`src/rtl/hazard_fwd_ctrl_pkg.sv`:
```
// pipe_ctrl_pkg: shared types for the hazard/forwarding controller
// Provides the forward-select encoding, the controller FSM states and the shadow-stage record.
package pipe_ctrl_pkg;
    typedef enum logic [1:0] {
        FWD_REG    = 2'b00,
        FWD_MEM_WB = 2'b01,
        FWD_EX_MEM = 2'b10
    } fwd_sel_t;
    typedef enum logic {
        RUN      = 1'b0,
        MEM_WAIT = 1'b1
    } ctrl_state_t;
    typedef struct packed {
        logic [4:0] rd;
        logic       reg_write;
        logic       mem_read;
    } shadow_t;
endpackage

```
`src/rtl/hazard_fwd_ctrl_if.sv`:
```
// hazard_fwd_ctrl_if: ID-stage request / pipeline-control bundle
// Inputs to the controller: ID instruction fields, ex_branch_taken, dmem_busy.
// Outputs from the controller: forward selects, PC/IF/ID/ID-EX controls, freeze, counters, timeout.
interface hazard_fwd_ctrl_if
    import pipe_ctrl_pkg::*;
#(
    parameter int CNT_W = 16
) ();
    logic             id_valid;
    logic [4:0]       id_rs1;
    logic [4:0]       id_rs2;
    logic             id_uses_rs1;
    logic             id_uses_rs2;
    logic [4:0]       id_rd;
    logic             id_reg_write;
    logic             id_mem_read;
    logic             ex_branch_taken;
    logic             dmem_busy;
    fwd_sel_t         forward_a;
    fwd_sel_t         forward_b;
    logic             pc_write;
    logic             if_id_write;
    logic             if_id_flush;
    logic             id_ex_bubble;
    logic             pipe_freeze;
    logic [CNT_W-1:0] stall_count;
    logic [CNT_W-1:0] flush_count;
    logic             mem_timeout;

    modport master (
        output id_valid, id_rs1, id_rs2, id_uses_rs1, id_uses_rs2, id_rd,
               id_reg_write, id_mem_read, ex_branch_taken, dmem_busy,
        input  forward_a, forward_b, pc_write, if_id_write, if_id_flush,
               id_ex_bubble, pipe_freeze, stall_count, flush_count, mem_timeout
    );
    modport slave (
        input  id_valid, id_rs1, id_rs2, id_uses_rs1, id_uses_rs2, id_rd,
               id_reg_write, id_mem_read, ex_branch_taken, dmem_busy,
        output forward_a, forward_b, pc_write, if_id_write, if_id_flush,
               id_ex_bubble, pipe_freeze, stall_count, flush_count, mem_timeout
    );
endinterface

```
`src/rtl/hazard_fwd_ctrl_fwd_sel_calc.sv`:
```
// fwd_sel_calc: operand match and forward-source priority for one EX operand
// Ports: i_used/i_rs (ID operand), i_ex_*/i_mem_* (shadow rd and reg_write),
//        o_sel (next forward select), o_ex_hit (EX shadow matches, used for load-use).
module fwd_sel_calc
    import pipe_ctrl_pkg::*;
(
    input  logic       i_used,
    input  logic [4:0] i_rs,
    input  logic [4:0] i_ex_rd,
    input  logic       i_ex_wr,
    input  logic [4:0] i_mem_rd,
    input  logic       i_mem_wr,
    output fwd_sel_t   o_sel,
    output logic       o_ex_hit
);
    logic w_mem_hit;

    assign o_ex_hit  = i_used && i_ex_wr && (i_ex_rd == i_rs) && (i_ex_rd != 5'd0);
    assign w_mem_hit = i_used && i_mem_wr && (i_mem_rd == i_rs) && (i_mem_rd != 5'd0);
    // the EX shadow holds the youngest producer, so it wins over MEM
    assign o_sel     = o_ex_hit ? FWD_EX_MEM : w_mem_hit ? FWD_MEM_WB : FWD_REG;
endmodule

```
`src/rtl/hazard_fwd_ctrl.sv`:
```
// hazard_fwd_ctrl: load-use stall, branch flush, dmem freeze and registered forwarding for the 5-stage core
// Ports: clk, rst_n (async active-low), bus (hazard_fwd_ctrl_if.slave carrying all ID inputs and control outputs).
module hazard_fwd_ctrl
    import pipe_ctrl_pkg::*;
#(
    parameter int MEM_TIMEOUT = 255,
    parameter int CNT_W       = 16
) (
    input  logic             clk,
    input  logic             rst_n,
    hazard_fwd_ctrl_if.slave bus
);
    localparam int              WC_W   = $clog2(MEM_TIMEOUT + 1);
    localparam logic [WC_W-1:0] WC_MAX = WC_W'(MEM_TIMEOUT);

    shadow_t          r_ex, r_mem, r_wb, w_id;
    fwd_sel_t         r_fa, r_fb, w_fa, w_fb;
    ctrl_state_t      r_state;
    logic [WC_W-1:0]  r_wait_cnt, w_wait_nxt;
    logic [CNT_W-1:0] r_stall_cnt, r_flush_cnt;
    logic             r_timeout;
    logic             w_hit_a, w_hit_b, w_busy, w_flush, w_stall;

    fwd_sel_calc u_fwd_a (
        .i_used(bus.id_uses_rs1), .i_rs(bus.id_rs1),
        .i_ex_rd(r_ex.rd), .i_ex_wr(r_ex.reg_write),
        .i_mem_rd(r_mem.rd), .i_mem_wr(r_mem.reg_write),
        .o_sel(w_fa), .o_ex_hit(w_hit_a)
    );
    fwd_sel_calc u_fwd_b (
        .i_used(bus.id_uses_rs2), .i_rs(bus.id_rs2),
        .i_ex_rd(r_ex.rd), .i_ex_wr(r_ex.reg_write),
        .i_mem_rd(r_mem.rd), .i_mem_wr(r_mem.reg_write),
        .o_sel(w_fb), .o_ex_hit(w_hit_b)
    );

    assign w_busy  = bus.dmem_busy;
    assign w_flush = !w_busy && bus.ex_branch_taken;
    assign w_stall = !w_busy && !bus.ex_branch_taken && bus.id_valid && r_ex.mem_read && (w_hit_a || w_hit_b);
    assign w_id    = bus.id_valid ? shadow_t'{bus.id_rd, bus.id_reg_write, bus.id_mem_read} : '0;
    // counts consecutive busy cycles, the cycle that enters MEM_WAIT being the first
    assign w_wait_nxt = (r_state == RUN) ? WC_W'(1) : (r_wait_cnt == WC_MAX) ? WC_MAX : r_wait_cnt + 1'b1;

    assign bus.pipe_freeze  = !rst_n || w_busy;
    assign bus.pc_write     = rst_n && !w_busy && !w_stall;
    assign bus.if_id_write  = rst_n && !w_busy && !w_stall;
    assign bus.if_id_flush  = rst_n && w_flush;
    assign bus.id_ex_bubble = rst_n && (w_flush || w_stall);
    assign bus.forward_a    = r_fa;
    assign bus.forward_b    = r_fb;
    assign bus.stall_count  = r_stall_cnt;
    assign bus.flush_count  = r_flush_cnt;
    assign bus.mem_timeout  = r_timeout;

    always_ff @(posedge clk or negedge rst_n) begin
        if (!rst_n) begin
            r_ex        <= '0;
            r_mem       <= '0;
            r_wb        <= '0;
            r_fa        <= FWD_REG;
            r_fb        <= FWD_REG;
            r_state     <= RUN;
            r_wait_cnt  <= '0;
            r_stall_cnt <= '0;
            r_flush_cnt <= '0;
            r_timeout   <= 1'b0;
        end else begin
            r_state    <= w_busy ? MEM_WAIT : RUN;
            r_wait_cnt <= w_busy ? w_wait_nxt : '0;
            if (w_busy && w_wait_nxt == WC_MAX) r_timeout <= 1'b1;
            if (!w_busy) begin
                r_wb  <= r_mem;
                r_mem <= r_ex;
                r_ex  <= (w_flush || w_stall) ? '0 : w_id;
                r_fa  <= (w_flush || w_stall) ? FWD_REG : w_fa;
                r_fb  <= (w_flush || w_stall) ? FWD_REG : w_fb;
            end
            if (w_stall && ~&r_stall_cnt) r_stall_cnt <= r_stall_cnt + 1'b1;
            if (w_flush && ~&r_flush_cnt) r_flush_cnt <= r_flush_cnt + 1'b1;
        end
    end
endmodule

```
`src/flat_wrapper.sv`:
```
// flat-port wrapper written by rule: the top's interface ports become plain ports
module hazard_fwd_ctrl_flat import pipe_ctrl_pkg::*;
#(
    parameter int MEM_TIMEOUT = 255,
    parameter int CNT_W       = 16
)
  (clk, rst_n, bus_id_valid, bus_id_rs1, bus_id_rs2, bus_id_uses_rs1, bus_id_uses_rs2, bus_id_rd, bus_id_reg_write, bus_id_mem_read, bus_ex_branch_taken, bus_dmem_busy, bus_forward_a, bus_forward_b, bus_pc_write, bus_if_id_write, bus_if_id_flush, bus_id_ex_bubble, bus_pipe_freeze, bus_stall_count, bus_flush_count, bus_mem_timeout);
  hazard_fwd_ctrl_if #(.CNT_W(CNT_W)) bus_i ();
  input  logic clk;
  input  logic rst_n;
  input wire logic [$bits(bus_i.id_valid)-1:0] bus_id_valid;
  input wire logic [$bits(bus_i.id_rs1)-1:0] bus_id_rs1;
  input wire logic [$bits(bus_i.id_rs2)-1:0] bus_id_rs2;
  input wire logic [$bits(bus_i.id_uses_rs1)-1:0] bus_id_uses_rs1;
  input wire logic [$bits(bus_i.id_uses_rs2)-1:0] bus_id_uses_rs2;
  input wire logic [$bits(bus_i.id_rd)-1:0] bus_id_rd;
  input wire logic [$bits(bus_i.id_reg_write)-1:0] bus_id_reg_write;
  input wire logic [$bits(bus_i.id_mem_read)-1:0] bus_id_mem_read;
  input wire logic [$bits(bus_i.ex_branch_taken)-1:0] bus_ex_branch_taken;
  input wire logic [$bits(bus_i.dmem_busy)-1:0] bus_dmem_busy;
  output wire logic [$bits(bus_i.forward_a)-1:0] bus_forward_a;
  output wire logic [$bits(bus_i.forward_b)-1:0] bus_forward_b;
  output wire logic [$bits(bus_i.pc_write)-1:0] bus_pc_write;
  output wire logic [$bits(bus_i.if_id_write)-1:0] bus_if_id_write;
  output wire logic [$bits(bus_i.if_id_flush)-1:0] bus_if_id_flush;
  output wire logic [$bits(bus_i.id_ex_bubble)-1:0] bus_id_ex_bubble;
  output wire logic [$bits(bus_i.pipe_freeze)-1:0] bus_pipe_freeze;
  output wire logic [$bits(bus_i.stall_count)-1:0] bus_stall_count;
  output wire logic [$bits(bus_i.flush_count)-1:0] bus_flush_count;
  output wire logic [$bits(bus_i.mem_timeout)-1:0] bus_mem_timeout;
  assign bus_i.id_valid = bus_id_valid;
  assign bus_i.id_rs1 = bus_id_rs1;
  assign bus_i.id_rs2 = bus_id_rs2;
  assign bus_i.id_uses_rs1 = bus_id_uses_rs1;
  assign bus_i.id_uses_rs2 = bus_id_uses_rs2;
  assign bus_i.id_rd = bus_id_rd;
  assign bus_i.id_reg_write = bus_id_reg_write;
  assign bus_i.id_mem_read = bus_id_mem_read;
  assign bus_i.ex_branch_taken = bus_ex_branch_taken;
  assign bus_i.dmem_busy = bus_dmem_busy;
  assign bus_forward_a = bus_i.forward_a;
  assign bus_forward_b = bus_i.forward_b;
  assign bus_pc_write = bus_i.pc_write;
  assign bus_if_id_write = bus_i.if_id_write;
  assign bus_if_id_flush = bus_i.if_id_flush;
  assign bus_id_ex_bubble = bus_i.id_ex_bubble;
  assign bus_pipe_freeze = bus_i.pipe_freeze;
  assign bus_stall_count = bus_i.stall_count;
  assign bus_flush_count = bus_i.flush_count;
  assign bus_mem_timeout = bus_i.mem_timeout;
  hazard_fwd_ctrl #(.MEM_TIMEOUT(MEM_TIMEOUT), .CNT_W(CNT_W)) u_core (.clk(clk), .rst_n(rst_n), .bus(bus_i));
endmodule
```
`config.mk`:
```
export PLATFORM = sky130hd
export DESIGN_NAME = hazard_fwd_ctrl_flat
export DESIGN_NICKNAME = d
export VERILOG_FILES = /design/src/rtl/hazard_fwd_ctrl_pkg.sv /design/src/rtl/hazard_fwd_ctrl_if.sv /design/src/rtl/hazard_fwd_ctrl_fwd_sel_calc.sv /design/src/rtl/hazard_fwd_ctrl.sv /design/src/flat_wrapper.sv
export SDC_FILE = /design/constraint.sdc
export NUM_CORES = 1
export LEC_CHECK = 0
export ABC_AREA = 1
export BUFFER_PORTS_ARGS = -buffer_cell sky130_fd_sc_hd__buf_2
export CAP_MARGIN = 30
export CORE_MARGIN = 2
export CORE_UTILIZATION = 55
export CTS_CLUSTER_DIAMETER = 50
export DETAILED_ROUTE_END_ITERATION = 16
export GPL_TIMING_DRIVEN = 1
export PLACE_DENSITY = 0.75
export SKIP_LAST_GASP = 1
export SLEW_MARGIN = 5
export SYNTH_ARGS = -nofsm -noshare
export SYNTH_HDL_FRONTEND = slang
export SYNTH_SLANG_ARGS = --single-unit
```
`constraint.sdc`:
```
create_clock -name clk -period 2.47 [get_ports clk]
set_clock_uncertainty 0.15 [all_clocks]
set_input_delay 0.494 -clock clk [delete_from_list [all_inputs] [get_ports clk]]
set_output_delay 0.494 -clock clk [all_outputs]
set_load 0.01 [all_outputs]
```
==> results.sh, run 1 <==
export IMPL_fp_dieW_microns=86.89
export IMPL_drv_slew=0
export IMPL_rows=30
export IMPL_drtAntennaViolNets=0
export IMPL_yosysUniqueCellTypes=32
export IMPL_clock_sinks=59
export IMPL_core_area_sq_um=6719
export IMPL_fp_dieH_microns=86.89
export IMPL_start_util_pct=56.24
export IMPL_syn_inst=543
export IMPL_timing_hold_ws_ns=0.1827
export IMPL_yosysSeqAreaShare_pct=39.07
export IMPL_grt_use_total_pct=24.75
export IMPL_layout_setup_ws_ns=0.06634
export IMPL_numCtsBuffers=9
export IMPL_synth_most_common_cell="nand2_1"
export IMPL_avgSynthCellArea_sq_um=6.959
export IMPL_critPathCaptureType="output pin"
export IMPL_dr_pass1_iters=5
export IMPL_fin_crit_sh_pct=97.31
export IMPL_first_iter_violations=156
export IMPL_routedWlPerCell_microns=12.36
export IMPL_yosys_warnings=0
export IMPL_maxCapViolCount=0
export IMPL_synth_area_leaders="dfrtp_1 39%, nand2_1 19%, nor2_1 6.7%"
export IMPL_finalCriticalPeriod_ns=2.404
export IMPL_insertion_delay_ns=0.34
export IMPL_synth_adder_area_share_pct=0.9934
export IMPL_grt_pass1_vias=3248
export IMPL_vias=3579
export IMPL_synth_area_leader_cell="dfrtp_1"
export IMPL_arrival_ns=1.76
export IMPL_cts_tree="yes"
export IMPL_hp_class="in2async"
export IMPL_clk_path_buf_depth=2
export IMPL_tightest_slew_ns=0.6151
export IMPL_synth_edf_count=0
export IMPL_vias_per_cell=5.128
export IMPL_nets=641
export IMPL_ys_top_cells_by_count="192 x nand2_1, 67 x nor2_1, 62 x inv_1"
export IMPL_hold_violations=0
export IMPL_syn_area_sq_um=3779
export IMPL_grt_setup_unrepaired="yes"
export IMPL_grt_pass1_wl_microns=14840
export IMPL_outcome="finished clean"
export IMPL_die_area_sq_um=7549
export IMPL_synth_mux_area_share_pct=0
export IMPL_ys_flop_type="dfrtp_1"
export IMPL_critPathRequiredTime_ns=1.83
export IMPL_route_detailed_drc=0
export IMPL_clkTransAtPathRegs_ns=0.07
export IMPL_synth_top_area_share_pct=39.07
export IMPL_dp_slack_ns=0.2670
export IMPL_antenna_found_initial=0
export IMPL_synth_xor_area_share_pct=4.868
export IMPL_setup_violations=0
export IMPL_dp_hpwl_microns=6370
export IMPL_ys_seq_elements=59
export IMPL_htreeDepth=3
export IMPL_crit_type="reg2out"
export IMPL_fillerInstances=643
export IMPL_max_clock_freq_ghz=0.4160
export IMPL_overflow=0
export IMPL_synth_compound_area_share_pct=3.510
export IMPL_cts_root_buffer="clkbuf_8"
export IMPL_port_buffers=65
export IMPL_syn_num_nets=570
export IMPL_gp_congestion=0.8649
export IMPL_areaGrowthSynthToFinish_pct=14.90
export IMPL_cellPowerDensity_nw_per_um2=534.6
export IMPL_ios=66
export IMPL_slew_headroom_pct=58.99
export IMPL_grt_max_degree=49
export IMPL_synth_async_reset_ratio_pct=100.0
export IMPL_cp_max_fo=4
export IMPL_synth_simple_area_share_pct=41.89
export IMPL_start_kind="flop"
export IMPL_antenna_cells=0
export IMPL_synth_top_family_by_area="simple AND/OR/NAND/NOR gates"
export IMPL_wl_microns=8628
export IMPL_p_leak_nw=2.347
export IMPL_vdd_drop_max_uv=486.3
export IMPL_drive_above_1_share_pct=19.74
## sequential cells by signal (all words and copies together) (netlist names)
signal / flops
u_core.bus.forward_a: 2
u_core.r_state: 1
u_core.bus.stall_count: 16
u_core.bus.forward_b: 2
u_core.bus.mem_timeout: 1
u_core.r_wait_cnt: 8
u_core.r_mem: 6
u_core.r_ex: 7
u_core.bus.flush_count: 16
## what timing repair did
action | 4_1_cts | 5_1_grt
endpoints found under the hold margin | 11 | 0
setup buffers | 0 | 1
gates resized for setup | 0 | 3
hold buffers | 1 | 0
setup endpoints to repair | 0 | 3
## through the flow
stage | instances | total power [mW] | utilization (%) | cell area, sq um | TNS (ns)
finish | 698 | 2.321 | 64.62 | 4342 | 0
global route | 698 | 2.466 | 64.62 | 4342 | -0.1608
CTS | 697 | 2.347 | 64.41 | 4328 | 0
detailed placement | 681 | 1.571 | 61.77 | 4150 | 0
global placement | 681 | 1.564 | 61.77 | 4150 | 0
floorplan | 543 | 1.404 | - | 3779 | 0
## final cells by class
type / instances / area [sq um] / share of cell area, %
repair buffers: 73 / 387.9 / 8.934
multi-input cells: 400 / 1942 / 44.73
flip-flops and latches: 59 / 1478 / 34.03
well taps: 80 / 100.1 / 2.305
inverters: 71 / 266.5 / 6.138
clock inverters: 5 / 30.03 / 0.6916
clock buffers: 10 / 137.6 / 3.170
## routing by layer
layer  track usage (%)  wire length (microns)
met4             8.523                    104
met1             34.81                   4100
met5                 0                      0
met2             39.21                   4084
met3             3.507                    339
## placed cells by master, fill, tap and decap left out
master         synthesis  final
a21boi_1               1      1
a21oi_1                5      5
a22oi_1                1      1
a31oi_1                2      2
buf_2                  4     65
buf_4                  2      7
clkbuf_8               0     10
clkinv_1               2      2
clkinv_2               0      3
clkinvlp_4             0      2
dfrtp_1               59     58
dfrtp_2                0      1
dlygate4sd3_1          0      1
ha_1                   3      3
inv_1                 62     62
inv_2                  7      7
nand2_1              192    192
nand2_2                4      4
nand2_4                3      3
nand3_1               27     27
nand3_2               12     12
nand3_4                1      1
nand3b_1               1      1
nand4_1               29     29
nor2_1                67     65
nor2_2                 2      4
nor2_4                 1      1
nor3_1                10     10
nor3_2                 1      1
o21ai_0                9      9
o21ai_1                7      7
or2_2                  1      1
xnor2_1                5      5
xor2_1                16     16
## path summary, 6_finish.rpt
path,start,end,slack [ns],cells past startpoint
max,u_core.r_ex[3]$_DFFE_PN0N_,bus_id_ex_bubble,0.07,9
min,rst_n,u_core.r_mem[4]$_DFFE_PN0N_,0.18,2
max reg2reg,u_core.bus.stall_count[0]$_DFFE_PN0P_,u_core.bus.stall_count[14]$_DFFE_PN0P_,0.53,9
min reg2reg,u_core.r_ex[0]$_DFFE_PN0N_,u_core.r_ex[0]$_DFFE_PN0N_,0.34,2
max in group asynchronous,rst_n,u_core.bus.stall_count[15]$_DFFE_PN0P_,1.22,2
min in group clk,bus_dmem_busy,u_core.r_state$_DFF_PN0_,0.20,1
## report_power, final
part | internal [mW] | switching (mW) | total [mW] | leakage (nW)
combinational | 0.160 | 0.264 | 0.423 | 1.47
clock | 0.379 | 0.386 | 0.766 | 0.0839
sequential | 1.04 | 0.0883 | 1.13 | 0.789
total | 1.58 | 0.738 | 2.32 | 2.35
## critical path, cell delays in order (launching register included)
cell and delay (ns):
dfrtp_2 0.41, inv_1 0.10, nand2_1 0.08, nand3_1 0.13
nor2_1 0.16, nand2_2 0.09, nand2_4 0.10, nand2_4 0.05
a21boi_1 0.16, buf_2 0.16
## cell families after synthesis
family / after synthesis
simple gates: 351
buf+inv: 84
compound gates: 25
flops: 59
fa+ha+maj: 3
xor+xnor: 21
(Power assumes the default switching activity.)
==> run 2: changes to the inputs <==
Settings changed: CORE_UTILIZATION 55 to 30, PLACE_DENSITY 0.75 to 0.44.
==> run 2 against run 1 <==
Compared with the run above:
- core utilization fell by 27 points
- cell area grew 4.7%
- critical path depth is 1 higher
- hold slack got worse by 0.16 ns
- clock power is 38% higher
- routed wire length up 15%
- global-route usage shrank 8.8 points
- highest routed layer unchanged
- critical endpoint unchanged
- via count fell by 0.75%
- first-iteration DRC count grew 42%
- cell count rose by 12%
- flip-flop and latch count is the same
==> results.sh, run 2 (synthesized netlist as in run 1, its figures left out) <==
export IMPL_tightest_slew_ns=0.6730
export IMPL_port_buffers=65
export IMPL_cellPowerDensity_nw_per_um2=578.4
export IMPL_clk_path_buf_depth=2
export IMPL_grt_max_degree=49
export IMPL_p_leak_nw=2.393
export IMPL_fin_tns_setup_ns=0
export IMPL_setup_violations=0
export IMPL_nets=643
export IMPL_hp_class="in2async"
export IMPL_grt_pass1_vias=3458
export IMPL_grt_use_total_pct=15.96
export IMPL_insertion_delay_ns=0.33
export IMPL_fin_crit_sh_pct=94.37
export IMPL_core_area_sq_um=12160
export IMPL_fp_dieH_microns=116.2
export IMPL_antenna_found_initial=0
export IMPL_final_common_cell="nand2_1"
export IMPL_hold_violations=0
export IMPL_final_cell_mix="192 x nand2_1, 65 x nor2_1, 64 x buf_2"
export IMPL_routedWlPerCell_microns=12.68
export IMPL_start_kind="flop"
export IMPL_route_detailed_drc=0
export IMPL_final_cells=785
export IMPL_start_util_pct=31.07
export IMPL_areaGrowthSynthToFinish_pct=20.33
export IMPL_ios=66
export IMPL_clkTransAtPathRegs_ns=0.05
export IMPL_max_clock_freq_ghz=0.4290
export IMPL_place_inst=770
export IMPL_slew_headroom_pct=55.13
export IMPL_finalCriticalPeriod_ns=2.331
export IMPL_crit_type="reg2out"
export IMPL_drtAntennaViolNets=0
export IMPL_seqCellArea_sq_um=1476
export IMPL_htreeDepth=3
export IMPL_ff2ff_path_depth=9
export IMPL_outcome="finished clean"
export IMPL_first_iter_violations=222
export IMPL_die_area_sq_um=13510
export IMPL_fp_dieW_microns=116.2
export IMPL_drv_slew=0
export IMPL_drive_above_1_share_pct=19.94
export IMPL_antenna_cells=0
export IMPL_clock_sinks=59
export IMPL_dp_hpwl_microns=7370
export IMPL_arrival_ns=1.69
export IMPL_rows=40
export IMPL_grt_setup_unrepaired="yes"
export IMPL_vdd_drop_max_uv=279.0
export IMPL_wl_microns=9954
export IMPL_multi_input_area_sq_um=1953
export IMPL_cp_max_fo=5
export IMPL_grt_pass1_wl_microns=16840
export IMPL_fillerInstances=1344
export IMPL_critPathRequiredTime_ns=1.83
export IMPL_overflow=0
export IMPL_numCtsBuffers=9
export IMPL_cts_root_buffer="clkbuf_16"
export IMPL_critPathCaptureType="output pin"
export IMPL_cts_tree="yes"
export IMPL_dr_pass1_iters=4
export IMPL_maxCapViolCount=0
export IMPL_vias=3552
export IMPL_vias_per_cell=4.525
export IMPL_gp_congestion=0.8644
## run 2: cell count changes in the layout (fill, tap and decap cells not counted), sizes merged
cell | previous run | this run
buf | 72 | 75
clkbuf | 10 | 11
clkinv | 5 | 3
clkinvlp | 2 | 0
dlygate4sd3 | 1 | 0
## run 2: path summary, 6_finish.rpt
path	from	slack [ns]	to
worst min register to register	u_core.bus.mem_timeout$_DFFE_PN0P_	0.31	u_core.bus.mem_timeout$_DFFE_PN0P_
worst max register to register	u_core.bus.stall_count[0]$_DFFE_PN0P_	0.50	u_core.bus.stall_count[3]$_DFFE_PN0P_
min in group clk	bus_dmem_busy	0.23	u_core.r_state$_DFF_PN0_
worst min-delay path	rst_n	0.03	u_core.bus.stall_count[14]$_DFFE_PN0P_
worst max-delay path	u_core.r_ex[6]$_DFFE_PN0N_	0.14	bus_id_ex_bubble
max in group asynchronous	rst_n	1.48	u_core.bus.flush_count[9]$_DFFE_PN0P_
## run 2: layout make-up
| type | instances | area share, % |
|---|---|---|
| Clock buffer | 11 | 5.118 |
| Clock inverter | 1 | 0.1101 |
| Inverter | 71 | 5.861 |
| Multi-Input combinational cell | 400 | 42.96 |
| Sequential cell | 59 | 32.47 |
| Tap cell | 168 | 4.623 |
| Timing Repair Buffer | 75 | 8.861 |
## run 2: what timing repair did
action,in CTS,in global routing
setup endpoints to repair,0,3
setup buffers,0,3
hold buffers,0,0
gates resized for setup,0,7
## run 2: where the power goes
| group | total [mW] | leakage (nW) | internal (mW) | switching (mW) |
|---|---|---|---|---|
| clock | 1.06 | 0.117 | 0.653 | 0.407 |
| combinational | 0.431 | 1.49 | 0.164 | 0.267 |
| sequential | 1.14 | 0.790 | 1.05 | 0.0936 |
| total | 2.63 | 2.39 | 1.86 | 0.768 |
## run 2: layer usage
| layer | GRT usage [%] | up-vias | share of wire (%) |
|---|---|---|---|
| met1 | 21.63 | 1627 | 49 |
| met4 | 6.905 | 0 | 1.9 |
| li1 | - | 1852 | - |
| met3 | 2.802 | 14 | 3.8 |
| met2 | 25.12 | 59 | 46 |
| met5 | 0 | - | 0 |
## run 2: worst max-delay path, stage by stage, from the launching register on
cell and delay [ns]:
dfrtp_1 0.42, inv_2 0.11, nand2_1 0.06, nand2_1 0.06
nand2_1 0.07, nor2_2 0.13, nand2_2 0.09, nand2_4 0.11
nand2_4 0.05, a21boi_2 0.12, buf_4 0.14
## run 2: metrics by stage
stage | worst slack [ns] | utilization [%] | hold slack (ns) | total power, mW | area (sq um)
5_1_grt | -0.02153 | 37.39 | 0.03906 | 2.801 | 4547
3_5_place_dp | 0.2200 | 35.09 | 0.3005 | 1.583 | 4268
2_1_floorplan | 0.2275 | - | 0.04841 | 1.404 | 3779
4_1_cts | 0.02071 | 37.05 | 0.03475 | 2.663 | 4506
6_report | 0.1391 | 37.39 | 0.02681 | 2.630 | 4547
3_3_place_gp | 0.3054 | 35.09 | 0.2957 | 1.584 | 4268
==> run 3: changes to the inputs <==
Settings changed: CELL_PAD_IN_SITES_DETAIL_PLACEMENT set to 1, CELL_PAD_IN_SITES_GLOBAL_PLACEMENT set to 1, PLACE_DENSITY 0.44 to 0.59.
==> run 3 against run 2 <==
Compared with the run above:
- global-route usage grew 1.5 points
- count of clock-buffer cells in the layout grew 4
- clock power grew 22%
- critical path depth shrank 2
- flip-flop and latch count is the same
- combinational power grew 3%
- die area is the same
- register-to-register slack lost 0.02 ns
- cell count grew 0.64%
- fmax shrank 3.3%
- sequential share of layout area shrank 0.43 points
==> results.sh, run 3 (synthesized netlist as in run 1, its figures left out) <==
export IMPL_outcome="finished clean"
export IMPL_areaGrowthSynthToFinish_pct=22.15
export IMPL_nets=644
export IMPL_cp_cell_sequence="nor2_1 -> nand2_1 -> nor2_1 -> nor2_1 -> nand2_2 -> nand2_4 -> a21oi_1 -> buf_2"
export IMPL_maxCapViolCount=0
export IMPL_antenna_cells=0
export IMPL_final_cell_mix="192 x nand2_1, 65 x nor2_1, 65 x buf_2"
export IMPL_drv_slew=0
export IMPL_fin_tns_setup_ns=0
export IMPL_rrSetupSlack_ns=0.48
export IMPL_grt_use_total_pct=17.45
export IMPL_hold_violations=0
export IMPL_critPathMaxStageDelay_ns=0.42
export IMPL_finalCriticalPeriod_ns=2.410
export IMPL_dp_hpwl_microns=8230
export IMPL_ios=66
export IMPL_critPathCaptureType="output pin"
export IMPL_setup_violations=0
export IMPL_final_core_utilization_pct=37.95
export IMPL_htreeDepth=3
export IMPL_cp_max_fo=5
export IMPL_cts_root_buffer="clkbuf_16"
export IMPL_start_util_pct=31.07
export IMPL_insertion_delay_ns=0.33
export IMPL_gp_congestion=0.8407
export IMPL_crit_family="simple AND/OR/NAND/NOR gates"
export IMPL_fp_dieW_microns=116.2
export IMPL_wl_microns=10970
export IMPL_rows=40
export IMPL_port_buffers=65
export IMPL_core_area_sq_um=12160
export IMPL_max_clock_freq_ghz=0.4149
export IMPL_ff2ff_path_depth=11
export IMPL_cpMostUsedCell="nor2_1"
export IMPL_clkTransAtPathRegs_ns=0.05
export IMPL_route_detailed_drc=0
export IMPL_fillerInstances=1575
export IMPL_critPathRequiredTime_ns=1.83
export IMPL_grt_setup_unrepaired="yes"
export IMPL_clock_sinks=59
export IMPL_dr_pass1_iters=4
export IMPL_hp_class="in2async"
export IMPL_p_leak_nw=2.427
export IMPL_fp_dieH_microns=116.2
export IMPL_die_area_sq_um=13510
export IMPL_fin_crit_sh_pct=97.59
export IMPL_cts_tree="yes"
export IMPL_overflow=0
export IMPL_path_buf_inv=1
export IMPL_slew_headroom_pct=59.70
export IMPL_first_iter_violations=165
export IMPL_clk_path_buf_depth=2
export IMPL_vias_per_cell=4.615
export IMPL_crit_type="reg2out"
export IMPL_routedWlPerCell_microns=13.88
export IMPL_antenna_found_initial=0
export IMPL_tightest_slew_ns=0.6045
export IMPL_numCtsBuffers=9
export IMPL_grt_max_degree=46
export IMPL_cp_slowest_cell="dfrtp_1"
export IMPL_vias=3646
export IMPL_cellPowerDensity_nw_per_um2=622.5
export IMPL_start_kind="flop"
export IMPL_arrival_ns=1.77
export IMPL_drtAntennaViolNets=0
export IMPL_r2r_start="u_core.r_ex[4]$_DFFE_PN0N_"
export IMPL_r2r_end="u_core.bus.stall_count[6]$_DFFE_PN0P_"
export IMPL_vdd_drop_max_uv=333.8
export IMPL_final_common_cell="nand2_1"
export IMPL_drive_above_1_share_pct=19.94
export IMPL_grt_pass1_vias=3742
export IMPL_grt_pass1_wl_microns=18360
-- run 3: power by group --
part | leakage (nW) | switching, mW | internal (mW) | total, mW
clock network | 0.150 | 0.428 | 0.864 | 1.29
registers | 0.787 | 0.0929 | 1.05 | 1.14
logic | 1.49 | 0.279 | 0.163 | 0.442
-- run 3: worst max-delay path by stage --
stage                                from  slack, ns  depth (start not counted)                to
5_1_grt        u_core.r_ex[2]$_DFFE_PN0N_      -0.07                          8      bus_pc_write
3_3_place_gp                bus_id_rs1[2]       0.21                         11  bus_id_ex_bubble
4_1_cts        u_core.r_ex[2]$_DFFE_PN0N_      0.005                          8   bus_if_id_write
3_5_place_dp                bus_id_rs1[3]       0.19                         12  bus_id_ex_bubble
6_report       u_core.r_ex[2]$_DFFE_PN0N_       0.06                          8   bus_if_id_write
2_1_floorplan               bus_id_rs1[1]       0.23                         12      bus_pc_write
-- run 3: stage by stage --
stage	setup WS, ns	power (mW)	instance area (sq um)	std cells	hold WS (ns)
6_report	0.05952	2.873	4616	790	0.02971
5_1_grt	-0.06615	3.043	4616	790	0.04270
2_1_floorplan	0.2275	1.404	3779	543	0.04841
4_1_cts	0.005402	2.932	4603	789	0.02868
3_3_place_gp	0.2121	1.588	4283	772	0.2039
3_5_place_dp	0.1894	1.598	4283	772	0.2011
-- run 3: final cells by class --
cell class	instances	area, sq um	share of cell area [%]
clock buffers	15	277.8	6.018
repair buffers	76	410.4	8.891
well taps	168	210.2	4.554
inverters	71	266.5	5.774
flip-flops and latches	59	1479	32.04
multi-input cells	400	1942	42.07
clock inverters	1	30.03	0.6506
-- run 3: timing repair --
action                                  in CTS  in global routing
endpoints found under the setup margin       1                  3
setup buffers                                0                  1
hold buffers                                 1                  0
resized for setup                            1                  3
hold endpoints to repair                     4                  0
-- run 3: metal layers --
layer	routed length (microns)	track usage, %
met1	5363	23.25
met2	5215	28.88
met3	249	2.854
met5	0	0
met4	139	5.952
